[src/rtl/divider_control.sv]
// Sequencer for an 8-bit restoring divider datapath: load, eight shift/trial-subtract
// pairs, then a completion pulse; a zero divisor short-circuits to an error pulse.
//
// state | meaning
// IDLE  | waiting for start; outputs quiet, sel holds
// LOAD  | divisor/dividend registers loaded, iteration count cleared
// SHIFT | remainder:quotient shifted left, 0 enters the quotient LSB
// TEST  | trial subtract; commit with quotient bit 1 unless the result is negative
// DONE  | one-cycle completion pulse
// ERR   | one-cycle divide-by-zero pulse, coincident with done
module divider_control (
  input  logic       i_clk,
  input  logic       i_reset,
  input  logic       i_start,
  input  logic       i_divzero,
  input  logic       i_sign,
  output logic       o_load,
  output logic       o_add,
  output logic       o_shift,
  output logic       o_inbit,
  output logic [1:0] o_sel,
  output logic       o_busy,
  output logic       o_done,
  output logic       o_err
);

  typedef enum logic [2:0] {
    S_IDLE  = 3'd0,
    S_LOAD  = 3'd1,
    S_SHIFT = 3'd2,
    S_TEST  = 3'd3,
    S_DONE  = 3'd4,
    S_ERR   = 3'd5
  } state_t;

  localparam logic [1:0] SEL_LOAD   = 2'b10;
  localparam logic [1:0] SEL_COMMIT = 2'b01;
  localparam logic [1:0] SEL_HOLD   = 2'b11;

  state_t     r_state;
  logic [2:0] r_cnt;

  always_ff @(posedge i_clk or posedge i_reset) begin
    if (i_reset) begin
      r_state <= S_IDLE;
      r_cnt   <= 3'd0;
    end else begin
      case (r_state)
        S_IDLE: begin
          if (i_start) r_state <= i_divzero ? S_ERR : S_LOAD;
        end
        S_LOAD: begin
          r_cnt   <= 3'd0;
          r_state <= S_SHIFT;
        end
        S_SHIFT: r_state <= S_TEST;
        S_TEST: begin
          // cnt stops at 7 so it never wraps inside one divide
          if (r_cnt == 3'd7) begin
            r_state <= S_DONE;
          end else begin
            r_cnt   <= r_cnt + 3'd1;
            r_state <= S_SHIFT;
          end
        end
        S_DONE:  r_state <= S_IDLE;
        S_ERR:   r_state <= S_IDLE;
        default: r_state <= S_IDLE;
      endcase
    end
  end

  // Outputs decode state (and sign in TEST) so an async reset quiets them at once.
  always_comb begin
    o_load  = 1'b0;
    o_add   = 1'b0;
    o_shift = 1'b0;
    o_inbit = 1'b0;
    o_sel   = SEL_HOLD;
    o_busy  = 1'b0;
    o_done  = 1'b0;
    o_err   = 1'b0;
    case (r_state)
      S_LOAD: begin
        o_load = 1'b1;
        o_sel  = SEL_LOAD;
        o_busy = 1'b1;
      end
      S_SHIFT: begin
        o_shift = 1'b1;
        o_busy  = 1'b1;
      end
      S_TEST: begin
        o_add   = 1'b1;
        o_busy  = 1'b1;
        o_inbit = ~i_sign;
        o_sel   = i_sign ? SEL_HOLD : SEL_COMMIT;
      end
      S_DONE: o_done = 1'b1;
      S_ERR: begin
        o_done = 1'b1;
        o_err  = 1'b1;
      end
      default: ;
    endcase
  end

endmodule

[config.mk]
export PLATFORM = sky130hd
export DESIGN_NAME = divider_control
export DESIGN_NICKNAME = d
export VERILOG_FILES = /design/src/rtl/divider_control.sv
export SDC_FILE = /design/constraint.sdc
export NUM_CORES = 1
export LEC_CHECK = 0
export ABC_AREA = 1
export CORE_AREA = 2 2 39 41
export DETAILED_ROUTE_END_ITERATION = 6
export DIE_AREA = 0 0 41 43
export PLACE_DENSITY = 0.68
export SETUP_SLACK_MARGIN = 0.1
export SLEW_MARGIN = 30
export SYNTH_ARGS = -nofsm -noshare
export SYNTH_HDL_FRONTEND = slang
export SYNTH_SLANG_ARGS = --single-unit
export TNS_END_PERCENT = 30
[constraint.sdc]
create_clock -name i_clk -period 1.95 [get_ports i_clk]
set_input_delay 0.195 -clock i_clk [delete_from_list [all_inputs] [get_ports i_clk]]
set_output_delay 0.195 -clock i_clk [all_outputs]
set_load 0.01 [all_outputs]
==> impl_metrics.prom <==
# TYPE chip_impl_metric gauge
chip_impl_metric{name="number_of_antenna_violations_at_the_first_check_in_global_routing",unit=""} 0
chip_impl_info{name="r2r-start",value="r_cnt[0]"} 1
chip_impl_metric{name="period_share",unit="%"} 88.64
chip_impl_metric{name="nets",unit=""} 80
chip_impl_info{name="most_crowded_layer_gr",value="met2"} 1
chip_impl_metric{name="initial_utilization",unit="%"} 28.30
chip_impl_info{name="tritoncts",value="yes"} 1
chip_impl_info{name="synthTopCellsByArea",value="sky130_fd_sc_hd__dfrtp_1 38%, sky130_fd_sc_hd__nand2_1 16%, sky130_fd_sc_hd__inv_1 9.6%, sky130_fd_sc_hd__ha_1 6.4%, sky130_fd_sc_hd__nor2_1 5.8%"} 1
chip_impl_metric{name="yosys_register_bits",unit=""} 6
chip_impl_info{name="cpMaxStageDelayCell",value="sky130_fd_sc_hd__clkdlybuf4s50_1"} 1
chip_impl_metric{name="vdd_ir_drop_max",unit="mV"} 0.5855
chip_impl_metric{name="detail_route.first_pass.iterations",unit=""} 2
chip_impl_metric{name="synth_largest_type_area_fraction",unit="%"} 38.34
chip_impl_metric{name="maxSlewHeadroom",unit="%"} 84.77
chip_impl_metric{name="final_design_area_no_fill",unit="um2"} 563.0
chip_impl_metric{name="first_global_vias",unit=""} 339
chip_impl_metric{name="num_rows",unit=""} 14
chip_impl_metric{name="gr-usage-all-layers",unit="%"} 10.22
chip_impl_metric{name="via_per_inst",unit=""} 3.943
chip_impl_metric{name="timing_hold_violations_final",unit=""} 0
chip_impl_metric{name="drc",unit=""} 0
chip_impl_metric{name="die_h",unit="um"} 43
chip_impl_metric{name="clock_sinks",unit=""} 6
chip_impl_metric{name="drt-initial-drc-count",unit=""} 3
chip_impl_metric{name="post_synth_instance_area",unit="um2"} 391.6
chip_impl_info{name="kind_of_critical_path",value="reg -> out"} 1
chip_impl_info{name="crit_path_cell_trace",value="nand2_2 -> nor2_4 -> inv_2 -> nor2_4 -> clkdlybuf4s50_1"} 1
chip_impl_metric{name="critical_path_arrival",unit="ns"} 1.53
chip_impl_metric{name="wire_per_inst",unit="um"} 8.138
chip_impl_info{name="timing.critical_path.to_type",value="output port"} 1
chip_impl_info{name="setup.worst_path.start_class",value="flip-flop"} 1
chip_impl_info{name="crit_family",value="buffers and inverters"} 1
chip_impl_info{name="worstHoldPathType",value="in -> async"} 1
chip_impl_metric{name="io_buffers",unit=""} 13
chip_impl_info{name="ctsRootBufferMaster",value="sky130_fd_sc_hd__clkbuf_4"} 1
chip_impl_metric{name="grt.met1_usage",unit="%"} 13.20
chip_impl_metric{name="cts_made_buffers",unit=""} 3
chip_impl_metric{name="syn_inst",unit=""} 55
chip_impl_metric{name="fin_tns_setup",unit="ns"} 0
chip_impl_metric{name="cp.buffers_inverters",unit=""} 2
chip_impl_metric{name="required",unit="ns"} 1.75
chip_impl_metric{name="fraction_of_final_layout_cells_with_drive_strength_greater_than_1",unit="%"} 16.90
chip_impl_metric{name="grt_start_max_net_pins",unit=""} 12
chip_impl_metric{name="grt_util_met2",unit="%"} 15.31
chip_impl_metric{name="finalClockSkew",unit="ns"} 0.0007615
chip_impl_metric{name="placement.cell_area",unit="um2"} 530.5
chip_impl_metric{name="grt_util_met3",unit="%"} 1.571
chip_impl_info{name="rsz0062_at_grt",value="yes"} 1
chip_impl_metric{name="cts_hold_buf",unit=""} 0
chip_impl_info{name="commonest_non_fill_non_tap_cell_in_the_layout",value="sky130_fd_sc_hd__nand2_1"} 1
chip_impl_metric{name="num_io_pins",unit=""} 14
chip_impl_metric{name="core_region_area",unit="um2"} 1384
chip_impl_metric{name="timing.critical_path.depth",unit=""} 5
chip_impl_metric{name="worst_pin_slew",unit="ns"} 0.2281
chip_impl_metric{name="reg2reg_slack",unit="ns"} 0.72
chip_impl_metric{name="die_w",unit="um"} 41
chip_impl_info{name="timing.critical_path.from",value="r_state[1]"} 1
chip_impl_metric{name="grt_first_pass_wirelength",unit="mm"} 1.248
chip_impl_metric{name="timing.critical_path.fanout_max",unit=""} 9
chip_impl_info{name="critical-path-top-cell-by-count",value="sky130_fd_sc_hd__nor2_4"} 1
chip_impl_metric{name="synth_seq_area_share",unit="%"} 38.34
chip_impl_metric{name="setup_violations",unit=""} 0
chip_impl_metric{name="synth.yosys.warnings",unit=""} 0
chip_impl_metric{name="place.detailed.hpwl",unit="um"} 601.9
chip_impl_metric{name="postRouteAntennaNets",unit=""} 0
chip_impl_info{name="timing.rr.end",value="r_cnt[2]"} 1
chip_impl_metric{name="period_needed",unit="ns"} 1.728
chip_impl_metric{name="n_antenna_cell",unit=""} 0
chip_impl_info{name="synth_top_area_cell",value="sky130_fd_sc_hd__dfrtp_1"} 1
chip_impl_metric{name="final_max_slew_viol_count",unit=""} 0
chip_impl_metric{name="power.density_cell_area",unit="nW/um2"} 1626
chip_impl_metric{name="fp.dieArea",unit="um2"} 1763
chip_impl_metric{name="fillers",unit=""} 152
chip_impl_metric{name="timing.fmax",unit="MHz"} 578.5
chip_impl_info{name="critPathCapture",value="o_inbit"} 1
chip_impl_metric{name="reg2regPathDepth",unit=""} 6
chip_impl_metric{name="mappedNetlistNets",unit=""} 62
chip_impl_metric{name="dr_total_vias",unit=""} 343
chip_impl_metric{name="yosysUniqueCellTypes",unit=""} 15
chip_impl_metric{name="clk-insertion-delay-late",unit="ns"} 0.23
chip_impl_info{name="status",value="finished, final reports clean"} 1
chip_impl_metric{name="postRouteWirelength",unit="um"} 708
chip_impl_metric{name="number_of_buffers_on_the_longest_clock_path",unit=""} 2
chip_impl_metric{name="synth_area_per_cell",unit="um2"} 7.120
chip_impl_metric{name="area.growth.synth_to_final",unit="%"} 43.77
chip_impl_metric{name="path_clk_slew",unit="ns"} 0.04
chip_impl_metric{name="static-leakage-power",unit="nW"} 0.2929
chip_impl_metric{name="cts_h_tree_lvls",unit=""} 1
chip_impl_metric{name="final_wtd_congestion",unit=""} 0.7162
chip_impl_info{name="most-common-layout-cells",value="17 x sky130_fd_sc_hd__nand2_1, 13 x sky130_fd_sc_hd__clkdlybuf4s50_1, 10 x sky130_fd_sc_hd__inv_1"} 1
chip_impl_metric{name="grt.overflow.total",unit=""} 0
chip_impl_metric{name="layout.core_utilization",unit="%"} 40.69
chip_impl_metric{name="max_incr_delay_on_cp",unit="ns"} 0.54
chip_impl_metric{name="drv_cap",unit=""} 0
-- metrics by stage --
| stage | worst slack [ns] | instances | hold WS [ns] | total power [mW] |
|---|---|---|---|---|
| global placement | 0.3990 | 83 | 0.4267 | 0.7758 |
| detailed placement | 0.3498 | 83 | 0.4278 | 0.7911 |
| CTS | 0.1674 | 86 | 0.1715 | 0.9089 |
| floorplan | 0.8102 | 55 | -0.01404 | 0.5963 |
| global route | 0.1131 | 87 | 0.2102 | 1.026 |
| finish | 0.2215 | 87 | 0.1704 | 0.9153 |
-- what timing repair did --
action	in CTS	in global routing
setup buffers	0	1
endpoints found under the setup margin	1	2
gates resized for setup	1	1
-- power by group --
part	leakage (nW)	switching [mW]	internal, mW	total [mW]
Combinational	0.208	0.273	0.267	0.540
Clock	0.0138	0.0387	0.0692	0.108
Sequential	0.0712	0.0755	0.192	0.267
-- logic make-up (layout without fill, tap and decap cells) --
family	Yosys count	after routing	share of synthesized area [%]
flops	6	6	38.34
fa+ha+maj	2	2	6.389
compound gates	2	2	2.553
simple gates	31	31	37.38
buf+inv	14	30	15.34
-- how the worst min path moves through the flow --
stage	slack, ns	endpoint	start
floorplan	-0.01	r_cnt[0]	i_reset
global placement	0.43	r_cnt[0]	i_reset
detailed placement	0.43	r_state[0]	i_reset
CTS	0.17	r_cnt[0]	i_reset
global route	0.21	r_state[2]	i_reset
finish	0.17	r_state[2]	i_reset
-- state kept, by name, indices dropped and copies added, names as in the netlist --
register,flops
r_cnt,3
r_state,3
-- per-layer routing --
| layer | wire length [um] | up-vias |
|---|---|---|
| met2 | 296 | 11 |
| met5 | 0 | - |
| met3 | 53 | 0 |
| li1 | - | 196 |
| met1 | 359 | 136 |
| met4 | 0 | 0 |
-- cells in the mapped netlist --
library cell,instances
sky130_fd_sc_hd__o21ai_0,1
sky130_fd_sc_hd__nand2_1,17
sky130_fd_sc_hd__nand4_1,1
sky130_fd_sc_hd__nand2_2,1
sky130_fd_sc_hd__inv_2,3
sky130_fd_sc_hd__nor3b_1,1
sky130_fd_sc_hd__ha_1,2
sky130_fd_sc_hd__buf_6,1
sky130_fd_sc_hd__inv_1,10
sky130_fd_sc_hd__nor2_4,2
sky130_fd_sc_hd__nand3b_1,1
sky130_fd_sc_hd__nand3_1,2
sky130_fd_sc_hd__dfrtp_1,6
sky130_fd_sc_hd__a21oi_1,1
sky130_fd_sc_hd__nor2_1,6
-- final cells by class --
type | instances | area [um2] | share of cell area (%)
inverter | 13 | 48.80 | 8.667
timing repair buffer | 14 | 137.6 | 24.44
clock buffer | 3 | 22.52 | 4.000
tap | 16 | 20.02 | 3.556
sequential | 6 | 152.6 | 27.11
multi-input combinational | 35 | 181.4 | 32.22
Power figures use the tool's default switching activity.
